<file path="src/rtl/instr_fetch_if.sv">
// Fetch-stage bus bundle: instruction-memory request/response and the decode-side IR handshake.
// The master modport is the fetch unit; the slave modport is the memory/decode/branch side.
interface instr_fetch_if;
    logic        imem_req;
    logic [31:0] imem_addr;
    logic        imem_gnt;
    logic        imem_rvalid;
    logic [31:0] imem_rdata;
    logic        redirect;
    logic [31:0] redirect_pc;
    logic        ir_valid;
    logic [31:0] ir;
    logic [31:0] ir_pc;
    logic        ir_ready;

    modport master (
        output imem_req, imem_addr, ir_valid, ir, ir_pc,
        input  imem_gnt, imem_rvalid, imem_rdata, redirect, redirect_pc, ir_ready
    );

    modport slave (
        input  imem_req, imem_addr, ir_valid, ir, ir_pc,
        output imem_gnt, imem_rvalid, imem_rdata, redirect, redirect_pc, ir_ready
    );
endinterface

</file>
<file path="src/rtl/instr_fetch.sv">
// Instruction fetch: in-order word reads from imem, credit-limited IR FIFO to decode,
// single-cycle redirect that flushes the FIFO and drops every in-flight response.
//
// state   | meaning
// --------+-----------------------------------------------
// ST_IDLE | held since reset, no requests issued
// ST_RUN  | fetching; entered on first edge after reset
module instr_fetch #(
    parameter logic [31:0] RESET_PC = 32'h0000_0000,
    parameter int          DEPTH    = 4
) (
    input  logic              clk,
    input  logic              rst_n,
    instr_fetch_if.master     bus
);
    localparam int PW = $clog2(DEPTH);
    localparam int CW = PW + 1;
    localparam logic [CW:0] DEPTH_C = (CW+1)'(DEPTH);

    typedef enum logic {ST_IDLE, ST_RUN} state_t;

    state_t          state_q, state_d;
    logic            run;

    logic [31:0]     fetch_pc_q, fetch_pc_d;
    logic [31:0]     resp_pc_q, resp_pc_d;
    logic [CW-1:0]   count_q, count_d;
    logic [CW-1:0]   total_out_q, total_out_d;
    logic [CW-1:0]   discard_q, discard_d;
    logic [PW-1:0]   rd_ptr_q, rd_ptr_d;
    logic [PW-1:0]   wr_ptr_q, wr_ptr_d;
    logic [31:0]     mem_pc_q [DEPTH];
    logic [31:0]     mem_pc_d [DEPTH];
    logic [31:0]     mem_word_q [DEPTH];
    logic [31:0]     mem_word_d [DEPTH];

    logic [CW-1:0]   live;
    logic [CW:0]     credit;
    logic            req;
    logic            issue;
    logic            rsp;
    logic            push;
    logic            pop;

    // FSM: state register
    always_ff @(posedge clk or negedge rst_n) begin
        if (!rst_n) begin
            state_q <= ST_IDLE;
        end else begin
            state_q <= state_d;
        end
    end

    // FSM: next state
    always_comb begin
        state_d = state_q;
        case (state_q)
            ST_IDLE: state_d = ST_RUN;
            ST_RUN:  state_d = ST_RUN;
            default: state_d = ST_IDLE;
        endcase
    end

    // FSM: outputs
    always_comb begin
        run = (state_q == ST_RUN);
    end

    always_comb begin
        live   = total_out_q - discard_q;
        credit = {1'b0, count_q} + {1'b0, live};
        // Issue only when every live request is guaranteed a FIFO slot on return.
        req    = run & ~bus.redirect & (discard_q == '0) & (credit < DEPTH_C);
        issue  = req & bus.imem_gnt;
        rsp    = bus.imem_rvalid & (total_out_q != '0);
        push   = rsp & (discard_q == '0) & ~bus.redirect;
        pop    = (count_q != '0) & bus.ir_ready & ~bus.redirect;

        total_out_d = total_out_q + CW'(issue) - CW'(rsp);

        discard_d = discard_q;
        if (bus.redirect) begin
            discard_d = total_out_q - CW'(rsp);
        end else if (rsp && (discard_q != '0)) begin
            discard_d = discard_q - CW'(1);
        end

        fetch_pc_d = fetch_pc_q;
        resp_pc_d  = resp_pc_q;
        if (bus.redirect) begin
            fetch_pc_d = bus.redirect_pc;
            resp_pc_d  = bus.redirect_pc;
        end else begin
            if (issue) fetch_pc_d = fetch_pc_q + 32'd4;
            if (push)  resp_pc_d  = resp_pc_q + 32'd4;
        end

        count_d  = bus.redirect ? '0 : count_q + CW'(push) - CW'(pop);
        wr_ptr_d = push ? wr_ptr_q + PW'(1) : wr_ptr_q;
        rd_ptr_d = bus.redirect ? wr_ptr_q : (pop ? rd_ptr_q + PW'(1) : rd_ptr_q);

        mem_pc_d   = mem_pc_q;
        mem_word_d = mem_word_q;
        if (push) begin
            mem_pc_d[wr_ptr_q]   = resp_pc_q;
            mem_word_d[wr_ptr_q] = bus.imem_rdata;
        end
    end

    always_ff @(posedge clk or negedge rst_n) begin
        if (!rst_n) begin
            fetch_pc_q  <= RESET_PC;
            resp_pc_q   <= RESET_PC;
            count_q     <= '0;
            total_out_q <= '0;
            discard_q   <= '0;
            rd_ptr_q    <= '0;
            wr_ptr_q    <= '0;
            for (int i = 0; i < DEPTH; i++) begin
                mem_pc_q[i]   <= RESET_PC;
                mem_word_q[i] <= '0;
            end
        end else begin
            fetch_pc_q  <= fetch_pc_d;
            resp_pc_q   <= resp_pc_d;
            count_q     <= count_d;
            total_out_q <= total_out_d;
            discard_q   <= discard_d;
            rd_ptr_q    <= rd_ptr_d;
            wr_ptr_q    <= wr_ptr_d;
            mem_pc_q    <= mem_pc_d;
            mem_word_q  <= mem_word_d;
        end
    end

    assign bus.imem_req  = req;
    assign bus.imem_addr = fetch_pc_q;
    assign bus.ir_valid  = (count_q != '0);
    assign bus.ir        = mem_word_q[rd_ptr_q];
    assign bus.ir_pc     = mem_pc_q[rd_ptr_q];

endmodule

</file>
<file path="src/flat_wrapper.sv">
// flat-port wrapper written by rule: the top's interface ports become plain ports
module instr_fetch_flat 
#(
    parameter logic [31:0] RESET_PC = 32'h0000_0000,
    parameter int          DEPTH    = 4
)
  (clk, rst_n, bus_imem_req, bus_imem_addr, bus_ir_valid, bus_ir, bus_ir_pc, bus_imem_gnt, bus_imem_rvalid, bus_imem_rdata, bus_redirect, bus_redirect_pc, bus_ir_ready);
  instr_fetch_if bus_i ();
  input  logic clk;
  input  logic rst_n;
  output wire logic [$bits(bus_i.imem_req)-1:0] bus_imem_req;
  output wire logic [$bits(bus_i.imem_addr)-1:0] bus_imem_addr;
  output wire logic [$bits(bus_i.ir_valid)-1:0] bus_ir_valid;
  output wire logic [$bits(bus_i.ir)-1:0] bus_ir;
  output wire logic [$bits(bus_i.ir_pc)-1:0] bus_ir_pc;
  input wire logic [$bits(bus_i.imem_gnt)-1:0] bus_imem_gnt;
  input wire logic [$bits(bus_i.imem_rvalid)-1:0] bus_imem_rvalid;
  input wire logic [$bits(bus_i.imem_rdata)-1:0] bus_imem_rdata;
  input wire logic [$bits(bus_i.redirect)-1:0] bus_redirect;
  input wire logic [$bits(bus_i.redirect_pc)-1:0] bus_redirect_pc;
  input wire logic [$bits(bus_i.ir_ready)-1:0] bus_ir_ready;
  assign bus_imem_req = bus_i.imem_req;
  assign bus_imem_addr = bus_i.imem_addr;
  assign bus_ir_valid = bus_i.ir_valid;
  assign bus_ir = bus_i.ir;
  assign bus_ir_pc = bus_i.ir_pc;
  assign bus_i.imem_gnt = bus_imem_gnt;
  assign bus_i.imem_rvalid = bus_imem_rvalid;
  assign bus_i.imem_rdata = bus_imem_rdata;
  assign bus_i.redirect = bus_redirect;
  assign bus_i.redirect_pc = bus_redirect_pc;
  assign bus_i.ir_ready = bus_ir_ready;
  instr_fetch #(.RESET_PC(RESET_PC), .DEPTH(DEPTH)) u_core (.clk(clk), .rst_n(rst_n), .bus(bus_i));
endmodule
</file>
<file path="config.mk">
export PLATFORM = sky130hd
export DESIGN_NAME = instr_fetch_flat
export DESIGN_NICKNAME = d
export VERILOG_FILES = /design/src/rtl/instr_fetch_if.sv /design/src/rtl/instr_fetch.sv /design/src/flat_wrapper.sv
export SDC_FILE = /design/constraint.sdc
export NUM_CORES = 1
export LEC_CHECK = 0
export BUFFER_PORTS_ARGS = -buffer_cell sky130_fd_sc_hd__buf_2
export CAP_MARGIN = 20
export CORE_MARGIN = 4
export CORE_UTILIZATION = 62
export DETAILED_ROUTE_END_ITERATION = 7
export PLACE_DENSITY = 0.91
export SLEW_MARGIN = 25
export SYNTH_ARGS = -nofsm -noshare
export SYNTH_HDL_FRONTEND = slang
export SYNTH_SLANG_ARGS = --single-unit
</file>
<file path="constraint.sdc">
create_clock -name clk -period 6.9 [get_ports clk]
set_input_delay 1.38 -clock clk [delete_from_list [all_inputs] [get_ports clk]]
set_output_delay 1.38 -clock clk [all_outputs]
set_load 0.02 [all_outputs]
</file>
Word-level counts from Yosys, hierarchy flattened
Cells that the tools add are included.
{"block": "totals", "regBits": 334, "inputBits": 70, "out_inout_bits": 98, "elab_cells": 73}
{"block": "classes", "addsub": 12, "order_cmp": 4, "mux": 19, "bitwise": 12, "n_reduce_logical": 10}
{"operator": "two-way mux 32 bit", "count": 9}
{"operator": "bitwise mux 128 bit", "count": 2}
{"operator": "binary-select mux 32 bit (select 2 bit)", "count": 2}
{"operator": "adder 32 x 3 -> 32 bit (second input constant)", "count": 2}
{"operator": "demux 32 bit (select 2 bit)", "count": 1}
{"operator": "bitwise AND 1 bit", "count": 9}
{"operator": "two-way mux 3 bit", "count": 3}
{"operator": "nonzero test 3 bit", "count": 3}
{"operator": "subtractor 3 x 1 -> 3 bit", "count": 3}
{"operator": "nonzero test 2 bit", "count": 4}
{"operator": "adder 3 x 1 -> 3 bit", "count": 2}
{"operator": "greater-or-equal comparator 3 bit (second input constant)", "count": 2}
{"operator": "inverter 2 -> 3 bit", "count": 2}
{"operator": "adder 2 x 1 -> 2 bit (second input constant)", "count": 2}
{"operator": "adder 3 x 3 -> 4 bit", "count": 1}
{"operator": "< comparator 4 x 3 -> 1 bit (second input constant)", "count": 1}
{"operator": "two-way mux 2 bit", "count": 2}
{"operator": "logical NOT 3 bit", "count": 1}
{"operator": "< comparator 3 x 1 -> 1 bit (second input constant)", "count": 1}
{"operator": "subtractor 3 x 1 -> 3 bit (second input constant)", "count": 1}
{"operator": "subtractor 3 bit", "count": 1}
{"operator": "logical AND 1 bit", "count": 2}
{"operator": "inverter 1 bit", "count": 1}

Longest topological paths before layout
{"block": "logic_depth", "depth_word": 7, "depth_mapped": 13, "ltp_nobuf": 13}

Worst setup path before layout
No wires, ideal clock.
{"block": "synth_timing", "path_type": "register -> output", "from": "register u_core.total_out_q[0]", "to": "output port bus_imem_req", "arrival_ns": 2.358, "required_ns": 5.520, "path_slack_ns": 3.162, "stages_incl_launch_ff": 11, "path_buffers": 0, "cell_sequence": "dfrtp_1 > inv_1 > ha_1 > inv_1 > fa_1 > xor2_1 > xnor2_1 > ha_1 > nor3b_1 > nand3_1 > inv_1"}
{"block": "synth_via", "elab_chain_cells": 4}
{"item": "from (decl)", "line_no": "instr_fetch.sv:28", "text": "logic [CW-1:0] total_out_q, total_out_d;"}
{"item": "from (signal assigned)", "line_no": "instr_fetch.sv:127", "text": "total_out_q <= total_out_d;"}
{"item": "subtractor 3 bit", "line_no": "instr_fetch.sv:70", "text": "live = total_out_q - discard_q;"}
{"item": "adder 3 x 3 -> 4 bit", "line_no": "instr_fetch.sv:71", "text": "credit = {1'b0, count_q} + {1'b0, live};"}
{"item": "< comparator 4 x 3 -> 1 bit", "line_no": "instr_fetch.sv:73", "text": "req = run & ~bus.redirect & (discard_q == '0) & (credit < DEPTH_C);"}
{"item": "bitwise AND 1 bit", "line_no": "instr_fetch.sv:73"}
{"item": "to (decl)", "line_no": "flat_wrapper.sv:11", "text": "output wire logic [$bits(bus_i.imem_req)-1:0] bus_imem_req;"}
Every way passes these cells.

Final worst setup path
Same ends and word-level chain as after synthesis.

==> out/metrics.cfg <==
[critical_path]
arrival_ns=3.25
slowest_stage=dfrtp_1
required_ns=5.52
critPathBufInv=4
crit_path_cell_trace=inv_1, ha_1, inv_1, fa_1, xor2_1, xnor2_1, ha_1, nor3b_1, nand3_1, inv_1, buf_2
crit_start=u_core.total_out_q[0]
cp_max_fo=9
worst_path_most_repeated_cell=inv_1
path_class=reg2out
critPathTopFamily=adder cells
cp-end-kind=output port
start_kind=flip-flop
max_stage_delay_ns=0.41
rrSetupSlack_ns=3.35
r2r_start=u_core.total_out_q[0]

[placed_design]
placed_cell_area_sq_um=16600
port_buffers=167
dp_cells=1515
post-dp-hpwl_mm=22.1
gp_congestion=0.896

[global_route]
antenna_found_initial=0
grt_pass1_wl_mm=56.2
grt_pass1_vias=10400
grt-ovfl-total=0
grt_max_degree=148
track_usage_pct=25.0

[flow_run]
max-cap-violations=0

[floorplan]
die_h_um=166
die_w_um=166
dieArea_sq_um=27500
ios=168
start_util_pct=63.4
row_count=57
design.core.area_sq_um=24400

[worst_hold_path]
hold_class=reg2reg
hold_path.startpoint=u_core.mem_pc_q[39]

[cells_and_area]
instances_no_fill=1573
fill_cells=1595
area_growth_pct=14.5
num_antenna_cells=0
utilization_pct=72.6
layout-drive-gt1-share_pct=45.8
final_cell_mix=dfrtp_1 (332), mux2_2 (263), buf_2 (166), mux4_2 (64), clkbuf_16 (37)
final_common_cell=dfrtp_1
fin_nets=1319
final_area_sq_um=17700

[synthesis]
synthTopCellsByArea=dfrtp_1 (54%), mux2_2 (19%), mux4_2 (9.3%), xnor2_1 (2.0%), mux2_1 (1.7%)
synth_area_leader_cell=dfrtp_1
synthFlopType=dfrtp_1
yosysTopAreaCellShare_pct=54.1
synthCells=1073
synth-edff-count=0
synth-seq-area-share_pct=54.1
async_flop_share_pct=100
synth_warnings=0
syn-cell-area_sq_um=15500
mappedNetlistNets=1163
syn_area_per_cell_sq_um=14.4
synth-seq-cells=334
synth_cell_types=45

[cts]
cts_resized=0
clkSinkCount=334
cts_buffers=36
htreeDepth=2
insertion_delay_ns=0.51
cts_hold_buf=0
cts_tree=yes
clock-root-buffer=clkbuf_16
clkTransAtPathRegs_ns=0.06
post_cts_buffers=0
clock_path_buffers=3

[timing]
finalMaxSlewViolations=0
min_period_ns=4.63
tightest_slew_ns=1.03
rsz0062_at_grt=no
fmax_mhz=216
skew_ns=0.0116
max_slew_margin_pct=31.6
finalHoldViolations=0
final.setup.tns_ns=0
setup_viol=0
period_share_pct=67.0

[drt]
initialDrtViolationCount=653
remaining_drc_errors=0
wl_per_cell_um=21.6
num_vias=9564
drt_first_pass_iters=5
ant_nets=0
vias_per_cell=6.08
wl_mm=34.0

[run_status]
outcome=complete, no violations

[pwr]
p_leak_nw=8.14
ir_drop_mv=0.239
powerDensity_nw_per_um2=432

-- area by class of cell --
cell class / instances / area (sq um) / area share (%)
Clock inverter: 4 / 23.8 / 0.134
Sequential cell: 334 / 8360 / 47.3
Inverter: 24 / 90.1 / 0.509
Clock buffer: 54 / 1120 / 6.33
Multi-Input combinational cell: 656 / 6760 / 38.2
Tap cell: 324 / 405 / 2.29
Timing Repair Buffer: 177 / 937 / 5.29
-- routing by layer --
metal / vias to the layer above / wire [um] / part of all wire [%] / track usage, %
met5: - / 0 / 0 / 0
met4: 0 / 708 / 2.1 / 6.89
met3: 59 / 2060 / 6.0 / 4.36
met2: 307 / 17000 / 50 / 42.1
met1: 4979 / 14300 / 42 / 34.1
li1: 4219 / - / - / -
-- synth_stat cells (10+ instances only) --
library cell / count
mux4_2: 64
nand4_1: 16
xor2_1: 23
ha_1: 17
xnor2_1: 35
mux2_1: 24
nand3_1: 33
buf_2: 30
dfrtp_1: 334
or3_1: 10
nand2_1: 34
mux2_2: 263
a31oi_1: 10
inv_1: 23
o21ai_0: 20
nor2_1: 22
clkbuf_1: 21
-- worst reg2reg max path, delay by kind of cell, from the launching register on --
family | cells | cell delay, ns
AND/OR/NAND/NOR | 3 | 1.39
adder cells (fa/ha/maj) | 3 | 0.77
XOR/XNOR | 3 | 0.43
flip-flops | 1 | 0.41
multiplexers | 1 | 0.29
buffers and inverters | 2 | 0.14
-- worst paths after layout --
check / endpoint / depth (start not counted)
min in group asynchronous: u_core.mem_word_q[125] / 1
max in group asynchronous: u_core.bus.imem_addr[15] / 2
hold reg to reg: u_core.mem_pc_q[39] / 1
hold / removal: u_core.mem_pc_q[39] / 1
setup / recovery: bus_imem_req / 11
setup reg to reg: u_core.bus.imem_addr[30] / 12
-- power breakdown --
group          switching (mW)  internal (mW)  total [mW]  leakage, nW
Combinational            1.22           1.34        2.56         3.31
Sequential              0.556           2.67        3.23         4.25
Clock                   0.744           1.11        1.86        0.570
Total                    2.51           5.13        7.64         8.14
-- stage by stage --
stage | power [mW] | worst slack, ns | hold WS, ns
after global routing | 8.07 | 2.05 | 0.499
after floorplan | 4.98 | 3.16 | 0.452
final | 7.64 | 2.27 | 0.479
after detailed placement | 5.82 | 2.56 | 0.469
after CTS | 7.71 | 2.30 | 0.482
after global placement | 5.65 | 2.66 | 0.462
-- flip-flops by register name, summed over array words and instances (netlist names) --
signal / count
u_core.run: 1
u_core.resp_pc_q: 32
u_core.total_out_q: 3
u_core.mem_pc_q: 128
u_core.wr_ptr_q: 2
u_core.rd_ptr_q: 2
u_core.bus.imem_addr: 32
u_core.mem_word_q: 128
u_core.discard_q: 3
u_core.count_q: 3
-- logic make-up after synthesis --
kind of cell    after synthesis  share of synthesized area, %
buf+inv                      83                          2.26
simple gates                172                          6.09
flops                       334                          54.1
other cells                   1                        0.0243
xor+xnor                     59                          3.39
fa+ha+maj                    20                          1.76
mux                         354                          30.4
compound gates               50                          1.97
No activity file was read; power rests on OpenSTA's default activity.
